**src/rtl/stopwatch_time_counter.sv**
```systemverilog
// MM:SS BCD stopwatch counter: prescaled one-second roll, ripple-carry live digits,
// and a LIVE/HOLD lap register that freezes the displayed value.
module stopwatch_time_counter #(
   parameter int unsigned TICK_DIV = 100_000_000
) (
   input  logic       clk,
   input  logic       rst_n,
   input  logic       clear,
   input  logic       enable,
   input  logic       lap,
   output logic [3:0] sec_ones,
   output logic [3:0] sec_tens,
   output logic [3:0] min_ones,
   output logic [3:0] min_tens,
   output logic       holding,
   output logic       sec_tick,
   output logic       wrap
);

   localparam int unsigned PW = $clog2(TICK_DIV);
   localparam logic [PW-1:0] PMAX = PW'(TICK_DIV - 1);

   typedef enum logic {LIVE, HOLD} lap_state_e;

   lap_state_e    state_q, state_d;
   logic [PW-1:0] presc_q, presc_d;
   logic [3:0]    so_q, so_d, st_q, st_d, mo_q, mo_d, mt_q, mt_d;
   logic [15:0]   lap_q, lap_d;
   logic          tick_q, tick_d, wrap_q, wrap_d;
   logic          roll;

   assign roll = enable && (presc_q == PMAX);

   always_ff @(posedge clk or negedge rst_n) begin
      if (!rst_n) begin
         state_q <= LIVE;
         presc_q <= '0;
         so_q    <= '0;
         st_q    <= '0;
         mo_q    <= '0;
         mt_q    <= '0;
         lap_q   <= '0;
         tick_q  <= 1'b0;
         wrap_q  <= 1'b0;
      end else begin
         state_q <= state_d;
         presc_q <= presc_d;
         so_q    <= so_d;
         st_q    <= st_d;
         mo_q    <= mo_d;
         mt_q    <= mt_d;
         lap_q   <= lap_d;
         tick_q  <= tick_d;
         wrap_q  <= wrap_d;
      end
   end

   always_comb begin
      state_d = state_q;
      presc_d = presc_q;
      so_d    = so_q;
      st_d    = st_q;
      mo_d    = mo_q;
      mt_d    = mt_q;
      lap_d   = lap_q;
      tick_d  = roll;
      wrap_d  = roll && (so_q == 4'd9) && (st_q == 4'd5) && (mo_q == 4'd9) && (mt_q == 4'd9);

      if (roll)        presc_d = '0;
      else if (enable) presc_d = presc_q + 1'b1;

      if (roll) begin
         if (so_q == 4'd9) begin
            so_d = 4'd0;
            if (st_q == 4'd5) begin
               st_d = 4'd0;
               if (mo_q == 4'd9) begin
                  mo_d = 4'd0;
                  mt_d = (mt_q == 4'd9) ? 4'd0 : mt_q + 4'd1;
               end else begin
                  mo_d = mo_q + 4'd1;
               end
            end else begin
               st_d = st_q + 4'd1;
            end
         end else begin
            so_d = so_q + 4'd1;
         end
      end

      // Capture uses the _q digits, so a lap coincident with roll freezes the pre-increment time.
      if (lap) begin
         case (state_q)
            LIVE: begin
               lap_d   = {mt_q, mo_q, st_q, so_q};
               state_d = HOLD;
            end
            default: state_d = LIVE;
         endcase
      end

      if (clear) begin
         state_d = LIVE;
         presc_d = '0;
         so_d    = '0;
         st_d    = '0;
         mo_d    = '0;
         mt_d    = '0;
         lap_d   = '0;
         tick_d  = 1'b0;
         wrap_d  = 1'b0;
      end
   end

   assign holding  = (state_q == HOLD);
   assign sec_tick = tick_q;
   assign wrap     = wrap_q;
   assign {min_tens, min_ones, sec_tens, sec_ones} = holding ? lap_q : {mt_q, mo_q, st_q, so_q};

endmodule
```
**config.mk**
```make
export PLATFORM = sky130hd
export DESIGN_NAME = stopwatch_time_counter
export DESIGN_NICKNAME = d
export VERILOG_FILES = /design/src/rtl/stopwatch_time_counter.sv
export SDC_FILE = /design/constraint.sdc
export NUM_CORES = 1
export LEC_CHECK = 0
export BUFFER_PORTS_ARGS = -buffer_cell sky130_fd_sc_hd__buf_2
export CAP_MARGIN = 0
export CORE_MARGIN = 4
export CORE_UTILIZATION = 40
export CTS_CLUSTER_DIAMETER = 200
export CTS_CLUSTER_SIZE = 8
export DETAILED_ROUTE_END_ITERATION = 7
export SETUP_SLACK_MARGIN = 0.02
export SLEW_MARGIN = 10
export SYNTH_ARGS = -nofsm -noshare
export SYNTH_HDL_FRONTEND = slang
export SYNTH_SLANG_ARGS = --single-unit
```
**constraint.sdc**
```tcl
create_clock -name clk -period 4.1 [get_ports clk]
set_input_delay 0.82 -clock clk [delete_from_list [all_inputs] [get_ports clk]]
set_output_delay 0.82 -clock clk [all_outputs]
set_load 0.05 [all_outputs]
```
==> results.md, run 1 <==
- FMAX: 376 MHz
- Yosys top cell area share: a little under half
- Fin crit share: ~65%
- RSZ-0062 raised after global routing: no
- Most common cell after layout, fill and taps aside: dfrtp_1
- Die H: about 100 microns
- Sequential share of the synthesized area: between 40% and 50%
- CTS root buffer: clkbuf_8
- Worst Max-Slew Pin Slew: 0.886 ns
- Yosys reg bits: 62
- Endpoints failing setup: 0
- DIE AREA: 9920 sq um
- TritonCTS Sinks: 62
- Status: complete, no violations
- Drt pass-1 iters: 5
- Slowest stage cell, crit path: dfrtp_1
- Slew HR: ~40%
- MaxCap Viol Count: 0
- Worst-path fanout max: 23
- Startpoint Class: flip-flop
- TritonCTS Buffers: 9
- Mapped Cells: roughly 350
- Area grow syn2layout: 11.2%
- Site row count: 33
- Largest area contributor in the netlist: dfrtp_1
- Core ar.: 8180 sq um
- NumNets Final: a little under 400
- Post-DP HPWL: about 4700 microns
- Slowest stage delay, CP: 0.86 ns
- Initial Util: 41.0%
- Reg clk slew, reported paths: 0.07 ns
- Worst setup path class: reg -> out
- Final Critical Period: 2.66 ns
- Max clock buf depth: 2
- Post-synthesis cell area: 3360 sq um
- GP Congestion: 0.788
- Hold buffers post-CTS: 0
- Syn_nets: 361
- Leakage: between 1.5 and 2 nW
- ANT nets after route: 0
- PortBufs: 23
- Vias per cell: 5.35
- Skew final: 0.0110 ns
- Grt total ovfl: 0
- DRT Wirelength: between 6000 and 7000 microns
- Post-CTS Setup Bufs: 0
- Global-route wire length before repair: 12200 microns
- TritonCTS clock tree: yes
- Post-synth top flop: dfrtp_1
- Final-report hold violation count: 0
- Via count: about 2600
- GRT Overall Usage: 15.1%
- Warnings from Yosys: 0
- # IOs: 24
- PD cells: between 300 and 400 nW/um^2
- Worst-Skew Late Latency: around 0.33 ns
- Mean area per synthesized cell: 9.67 sq um
- First-iteration detailed-routing DRC count: 90
- Most frequent cells in the layout: dfrtp_1 (62), nor2_1 (55), nand2_1 (27), buf_2 (23), nand3_1 (21)
- Antenna violations before repair: 0
- Diodes inserted: 0
- Resized Gates After CTS: 0
- Total Neg Setup Slack: 0 ns
- Area contributors post-synth: dfrtp_1 (46%), nor2_1 (6.2%), mux2i_1 (5.1%)
- Slew Viols, Final: 0
- Peak VDD IR: roughly 150 uV
- H-tree levels: 3
- DRC: 0
- Design Power: 1.14 mW
- Worst EP required: between 3 and 4 ns
- Die W: ~100 microns
- Largest net degree at the start of global routing: 45
- Post-synth EDFFs: 0
- Cells along the critical path: mux2_2 > buf_2
- Crit path arrival time: 1.84 ns
- Post-synth ARST share: 100%
- Post-synth cell types: 48
- Layout cell share with drive strength beyond 1: 17.3%
- WL/cell: 14.4 microns
- Hold Path Class: reg -> reg
- Vias in the first global route: ~2500
- Endpoint class of the critical path: output pin
[worst max-delay path: cells and delay by family (launching register included)]
kind | cells | cell delay [ns]
flops | 1 | 0.86
mux | 1 | 0.43
buf+inv | 1 | 0.21
[power breakdown]
group          total, mW  switching [mW]  internal (mW)
sequential         0.626          0.0110          0.615
combinational     0.0493          0.0358         0.0136
clock              0.460           0.240          0.221
total               1.14           0.287          0.849
[through the flow]
step	hold WS [ns]	worst slack (ns)	utilization (%)	std cells	instance area, sq um
detailed placement	0.507	1.43	43.6	465	3560
global placement	0.494	1.43	43.6	465	3560
CTS	0.518	1.40	45.6	481	3730
floorplan	0.469	1.21	-	347	3360
finish	0.521	1.44	45.6	481	3730
global route	0.553	1.31	45.6	481	3730
[logic make-up after synthesis]
group / Yosys count / synth area share (%)
simple gates: 164 / 26.1
flops: 62 / 46.2
compound gates: 40 / 7.01
mux: 28 / 8.76
xor+xnor: 22 / 5.74
buf+inv: 22 / 2.80
fa+ha+maj: 9 / 3.36
[cell type report]
| cell class | instances | area (sq um) |
|---|---|---|
| Multi-Input combinational cell | 263 | 1710 |
| Clock inverter | 5 | 35.0 |
| Inverter | 9 | 33.8 |
| Fill cell | 799 | 4440 |
| Sequential cell | 62 | 1550 |
| Tap cell | 105 | 131 |
| Clock buffer | 11 | 131 |
| Timing Repair Buffer | 26 | 138 |
[final timing paths]
path	from	cells after the start	slack [ns]	to
max in group asynchronous	rst_n	2	2.64	presc_q[19]
max	holding	2	1.44	sec_tens[3]
min reg2reg	lap_q[3]	2	0.52	lap_q[3]
min	lap_q[3]	2	0.52	lap_q[3]
max reg2reg	presc_q[17]	5	1.62	mo_q[2]
min in group asynchronous	rst_n	1	0.60	st_q[2]
[registers in the layout, summed over array words and instances, names as in the netlist]
signal	flops
mo_q	4
mt_q	4
presc_q	27
holding	1
so_q	4
sec_tick	1
st_q	4
wrap	1
lap_q	16
[layer usage]
metal  vias to the layer above  global-route usage (%)  routed length (microns)  part of all wire [%]
li1                       1273                       -                        -                     -
met1                      1243                    21.4                     3460                    50
met2                        55                    22.9                     3130                    45
met3                         2                    4.70                      318                   4.6
met4                         0                    2.84                       28                  0.40
met5                         -                       0                        0                     0
[cell usage after synthesis, types with 2 or more instances]
master    count
a21oi_1      15
and3_1        6
and3b_1       2
and4_1        2
clkbuf_1     10
dfrtp_1      62
ha_1          9
inv_1         9
mux2_2       11
mux2i_1      17
nand2_1      27
nand3_1      21
nand3b_1      2
nand4_1      12
nor2_1       55
nor2b_1       2
nor3_1        6
nor4_1        4
nor4_4        2
o21ai_0      14
or3_1         7
or3_2         2
or4_1         5
xnor2_1       5
xor2_1       17
(Power assumes the default switching activity.)
==> inputs of run 2 (changes only) <==
==> constraint.sdc (replaced) <==
create_clock -name clk -period 2.76 [get_ports clk]
set_input_delay 0.552 -clock clk [delete_from_list [all_inputs] [get_ports clk]]
set_output_delay 0.552 -clock clk [all_outputs]
set_load 0.05 [all_outputs]
==> run 2 against run 1 <==
  * Routed wire length rose by 2.5%
  * Global-route usage up 0.69 points
  * Clock power rose by 69%
  * Via count increased by 1.3%
==> results.md, run 2 (synthesis gave the netlist of run 1 again) <==
- Worst-path fanout max: 16
- Skew final: 0.0120 ns
- Layout cell share with drive strength beyond 1: 18.0%
- Vias per cell: approximately 5.4
- Critical path's top delay family: simple AND/OR/NAND/NOR gates
- Resized Gates After CTS: 0
- Slew HR: a little under half
- GP Congestion: approximately 0.83
- Vias in the first global route: 2601
- TritonCTS clock tree: yes
- Total Neg Setup Slack: 0 ns
- Reg2Reg Depth: 5
- Crit path buffers/inverters: 0
- Endpoint class of the critical path: flip-flop
- PortBufs: 23
- Fill cells: 811
- Global-route wire length before repair: 12600 microns
- RSZ-0062 raised after global routing: no
- Die H: 99.6 microns
- Leakage: 1.72 nW
- Dpl cells: 468
- Crit path arrival time: 2.73 ns
- Max reg flops: 27
- Slowest stage cell, crit path: or4b_4
- Hold Path Class: in -> async
- Post-DP HPWL: 5040 microns
- Final-report hold violation count: 0
- Area grow syn2layout: 12.5%
- Dpl ws: 0.313 ns
- WL/cell: 14.7 microns
- Slowest stage delay, CP: about 0.58 ns
- Antenna violations before repair: 0
- Status: complete, no violations
- Non-filler cells, final: 483
- Site row count: 33
- DRT Wirelength: 7110 microns
- Startpoint Class: flip-flop
- Grt total ovfl: 0
- Drt pass-1 iters: 4
- GRT Overall Usage: 15.8%
- PD cells: 472 nW/um^2
- Most common cell after layout, fill and taps aside: dfrtp_1
- MaxCap Viol Count: 0
- Via count: 2607
- Endpoints failing setup: 0
- Slew Viols, Final: 0
- ANT nets after route: 0
- DRC: 0
- FMAX: 405 MHz
- Initial Util: 41.0%
- Largest net degree at the start of global routing: 26
- Reg2Reg Setup Slack: 0.29 ns
- TritonCTS Buffers: 9
- Cells along the critical path: or4b_4 > nor4_4 > nand3_2 > or4_1 > a21oi_1
- Max clock buf depth: 2
- CTS root buffer: clkbuf_8
- Reg clk slew, reported paths: 0.07 ns
- DIE AREA: approximately 9900 sq um
- H-tree levels: 3
- RR Startpoint: presc_q[17]
- Biggest register: presc_q
- Peak VDD IR: 208 uV
- Worst Max-Slew Pin Slew: 0.788 ns
- Die W: 99.6 microns
- Post-CTS Setup Bufs: 0
- Final Critical Period: 2.47 ns
- NumNets Final: 388
- Worst-Skew Late Latency: ~0.34 ns
- Worst setup path class: reg -> reg
- Top flop regs: presc_q x27, lap_q x16
- Core ar.: roughly 8200 sq um
- TritonCTS Sinks: 62
- First-iteration detailed-routing DRC count: 77
- Fin crit share: between 80 and 90%
- Most frequent cells in the layout: dfrtp_1 (62), nor2_1 (55), nand2_1 (27), buf_2 (23), nand3_1 (21)
- Diodes inserted: 0
- Worst EP required: ~3.0 ns
- Hold buffers post-CTS: 0
- # IOs: 24
- R2r endpoint: mo_q[2]
- Worst setup margin: 0.290 ns
## run 2: where the power goes
group	switching (mW)	internal [mW]
Combinational	0.0541	0.0230
Sequential	0.0160	0.913
Clock	0.343	0.434
## run 2: worst max-delay path by stage
stage,slack [ns],cells after the start,startpoint,end
after detailed placement,0.31,5,presc_q[17],mt_q[2]
after global placement,0.39,5,presc_q[17],mt_q[2]
final,0.29,5,presc_q[17],mo_q[2]
after CTS,0.29,5,presc_q[17],mt_q[2]
after global routing,0.09,5,presc_q[17],mo_q[2]
after floorplan,0.14,2,holding,min_tens[1]
## run 2: final cells by class
class | count | area [sq um] | share of cell area, %
Multi-Input combinational cell | 263 | 1710 | 45.3
Clock buffer | 11 | 141 | 3.74
Timing Repair Buffer | 29 | 160 | 4.24
Sequential cell | 62 | 1550 | 41.1
Clock inverter | 4 | 47.5 | 1.26
Tap cell | 105 | 131 | 3.48
Inverter | 9 | 33.8 | 0.895
## run 2: routing by layer
layer | part of all wire (%) | vias up | track usage [%]
li1 | - | 1289 | -
met1 | 49 | 1270 | 20.7
met2 | 46 | 39 | 25.5
met3 | 3.9 | 9 | 4.49
met4 | 1.5 | 0 | 4.62
met5 | 0 | - | 0
## run 2: stage by stage
step	total power, mW	util, %	cell area, sq um	hold WS (ns)
6_report	1.78	46.2	3780	0.157
5_1_grt	1.86	46.2	3780	0.178
4_1_cts	1.82	46.2	3780	0.158
3_5_place_dp	1.03	43.9	3590	0.508
3_3_place_gp	1.03	43.9	3590	0.495
2_1_floorplan	0.990	-	3360	0.256
==> inputs of run 3 (changes only) <==
--- a/config.mk
+++ b/config.mk
@@ -7,6 +7,7 @@
 export LEC_CHECK = 0
 export BUFFER_PORTS_ARGS = -buffer_cell sky130_fd_sc_hd__buf_2
 export CAP_MARGIN = 0
+export CORE_ASPECT_RATIO = 0.75
 export CORE_MARGIN = 4
 export CORE_UTILIZATION = 40
 export CTS_CLUSTER_DIAMETER = 200
==> run 3 against run 2 <==
  * Worst setup slack got worse by 0.011 ns
  * Sequential power is essentially flat
  * First-iteration DRC count rose by 57%
  * Clock skew decreased by 0.0056 ns
  * Highest routed layer unchanged
  * Combinational power down 1%
==> results.md, run 3 (synthesis gave the netlist of run 1 again) <==
- GRT Overall Usage: 15.9%
- DIE AREA: 9930 sq um
- Most frequent cells in the layout: dfrtp_1 (62), nor2_1 (55), nand2_1 (27), buf_2 (23), nand3_1 (21)
- Resized Gates After CTS: 0
- PortBufs: 23
- Worst-Skew Late Latency: about 0.34 ns
- MaxCap Viol Count: 0
- Peak VDD IR: 231 uV
- Max clock buf depth: 2
- Vias per cell: 5.29
- Status: complete, no violations
- Fin util: 47.1%
- Final Critical Period: between 2 and 2.5 ns
- Fill cells: 779
- Critical path's top delay family: simple AND/OR/NAND/NOR gates
- Layout cell share with drive strength beyond 1: 18.0%
- Top flop regs: presc_q x27, lap_q x16
- Total Neg Setup Slack: 0 ns
- Pint: 1.38 mW
- Skew final: 0.00638 ns
- Antenna violations before repair: 0
- Most common cell after layout, fill and taps aside: dfrtp_1
- Biggest register: presc_q
- # IOs: 24
- Storage element area: roughly 1600 sq um
- ANT nets after route: 0
- Sw Pwr: 0.400 mW
- Register share of total power: 52.4%
- Worst setup margin: 0.279 ns
- Grt total ovfl: 0
- Crit path arrival time: 2.74 ns
- Worst EP required: 3.02 ns
- Core ar.: 8020 sq um
- Cell area after layout: about 3800 sq um
- Site row count: 28
- Clock Power Share: 43.3%
- Via count: 2551
- Cells along the critical path: or4b_4 > nor4_4 > nand3_2 > or4_1 > a21oi_1
- CTS root buffer: clkbuf_8
- Post-CTS Setup Bufs: 0
- DRC: 0
- Dpl cells: approximately 470
- Non-filler cells, final: 482
- Endpoint class of the critical path: flip-flop
- TritonCTS Sinks: just over 60
- Sw Share: 22.5%
- RSZ-0062 raised after global routing: no
- Drt pass-1 iters: 4
- Dpl ws: between 0.3 and 0.4 ns
- Worst hold margin: 0.378 ns
- Worst Max-Slew Pin Slew: roughly 0.84 ns
- DRT Wirelength: slightly above 7000 microns
- Area of the multi-input gates: 1710 sq um
- Initial Util: 41.8%
- Placed cell areas: 3590 sq um
- TritonCTS Buffers: 9
- Comb power frac: 4.3%
- NumNets Final: 388
- First-iteration detailed-routing DRC count: roughly 120
- Global-route wire length before repair: between 10000 and 15000 microns
- WL/cell: 14.8 microns
- Leakage: between 1.5 and 2 nW
- Endpoints failing setup: 0
- Crit path buffers/inverters: 0
- Fin crit share: between 80% and 90%
- Slew HR: 44.1%
- Die H: approximately 87 microns
- Reg clk slew, reported paths: 0.07 ns
- PD cells: ~470 nW/um^2
- Hold Path Class: in -> async
- Max reg flops: 27
- Vias in the first global route: 2528
- Worst-path fanout max: 16
- Final-report hold violation count: 0
- Slew Viols, Final: 0
- Slowest stage delay, CP: 0.58 ns
- Worst setup path class: reg -> reg
- Die W: ~110 microns
- GP Congestion: roughly 0.8
- FMAX: 403 MHz
- Startpoint Class: flip-flop
- Post-DP HPWL: just over 5000 microns
- Area grow syn2layout: 12.6%
- Diodes inserted: 0
- Hold buffers post-CTS: 0
- TritonCTS clock tree: yes
- Largest net degree at the start of global routing: 63
- Slowest stage cell, crit path: or4b_4
- Design Power: between 1.5 and 2 mW
- H-tree levels: 3
[run 3: changes by cell type in the layout (fill, tap and decap cells not counted), sizes merged]
| cell | change |
|---|---|
| clkinvlp | -1 |
| clkinv | -2 |
| clkbuf | +3 |
| bufinv | -1 |
[run 3: layout make-up]
type | count | area share (%)
multi-input combinational | 263 | 45.2
sequential | 62 | 41.0
clock buffer | 14 | 5.10
timing repair buffer | 29 | 4.24
tap | 105 | 3.48
inverter | 9 | 0.894
[run 3: worst register-to-register path, stage by stage, from the launching register on]
cell	delay, ns
dfrtp_1	0.42
or4b_4	0.58
nor4_4	0.35
nand3_2	0.31
or4_1	0.58
a21oi_1	0.16
[run 3: final timing paths]
path | to | start | slack [ns] | cells after the start
max in group asynchronous | so_q[3] | rst_n | 1.87 | 2
max reg2reg | mt_q[2] | presc_q[17] | 0.28 | 5
min | presc_q[4] | rst_n | 0.38 | 2
max | mt_q[2] | presc_q[17] | 0.28 | 5
min in group clk | lap_q[7] | lap_q[7] | 0.52 | 2
min reg2reg | lap_q[7] | lap_q[7] | 0.52 | 2
[run 3: per-layer routing]
| layer | GRT usage (%) | part of all wire (%) |
|---|---|---|
| met5 | 0 | 0 |
| met4 | 3.38 | 0.65 |
| met3 | 4.38 | 3.4 |
| met2 | 22.9 | 42 |
| met1 | 23.8 | 54 |
[run 3: power by group through the flow]
| stage | Combinational [mW] | Sequential, mW | Clock [mW] |
|---|---|---|---|
| 2_1_floorplan | 0.0484 | 0.942 | 0 |
| 3_3_place_gp | 0.0788 | 0.946 | 0 |
| 3_5_place_dp | 0.0794 | 0.947 | 0 |
| 4_1_cts | 0.0788 | 0.929 | 0.794 |
| 5_1_grt | 0.0872 | 0.930 | 0.845 |
| 6_report | 0.0763 | 0.930 | 0.770 |
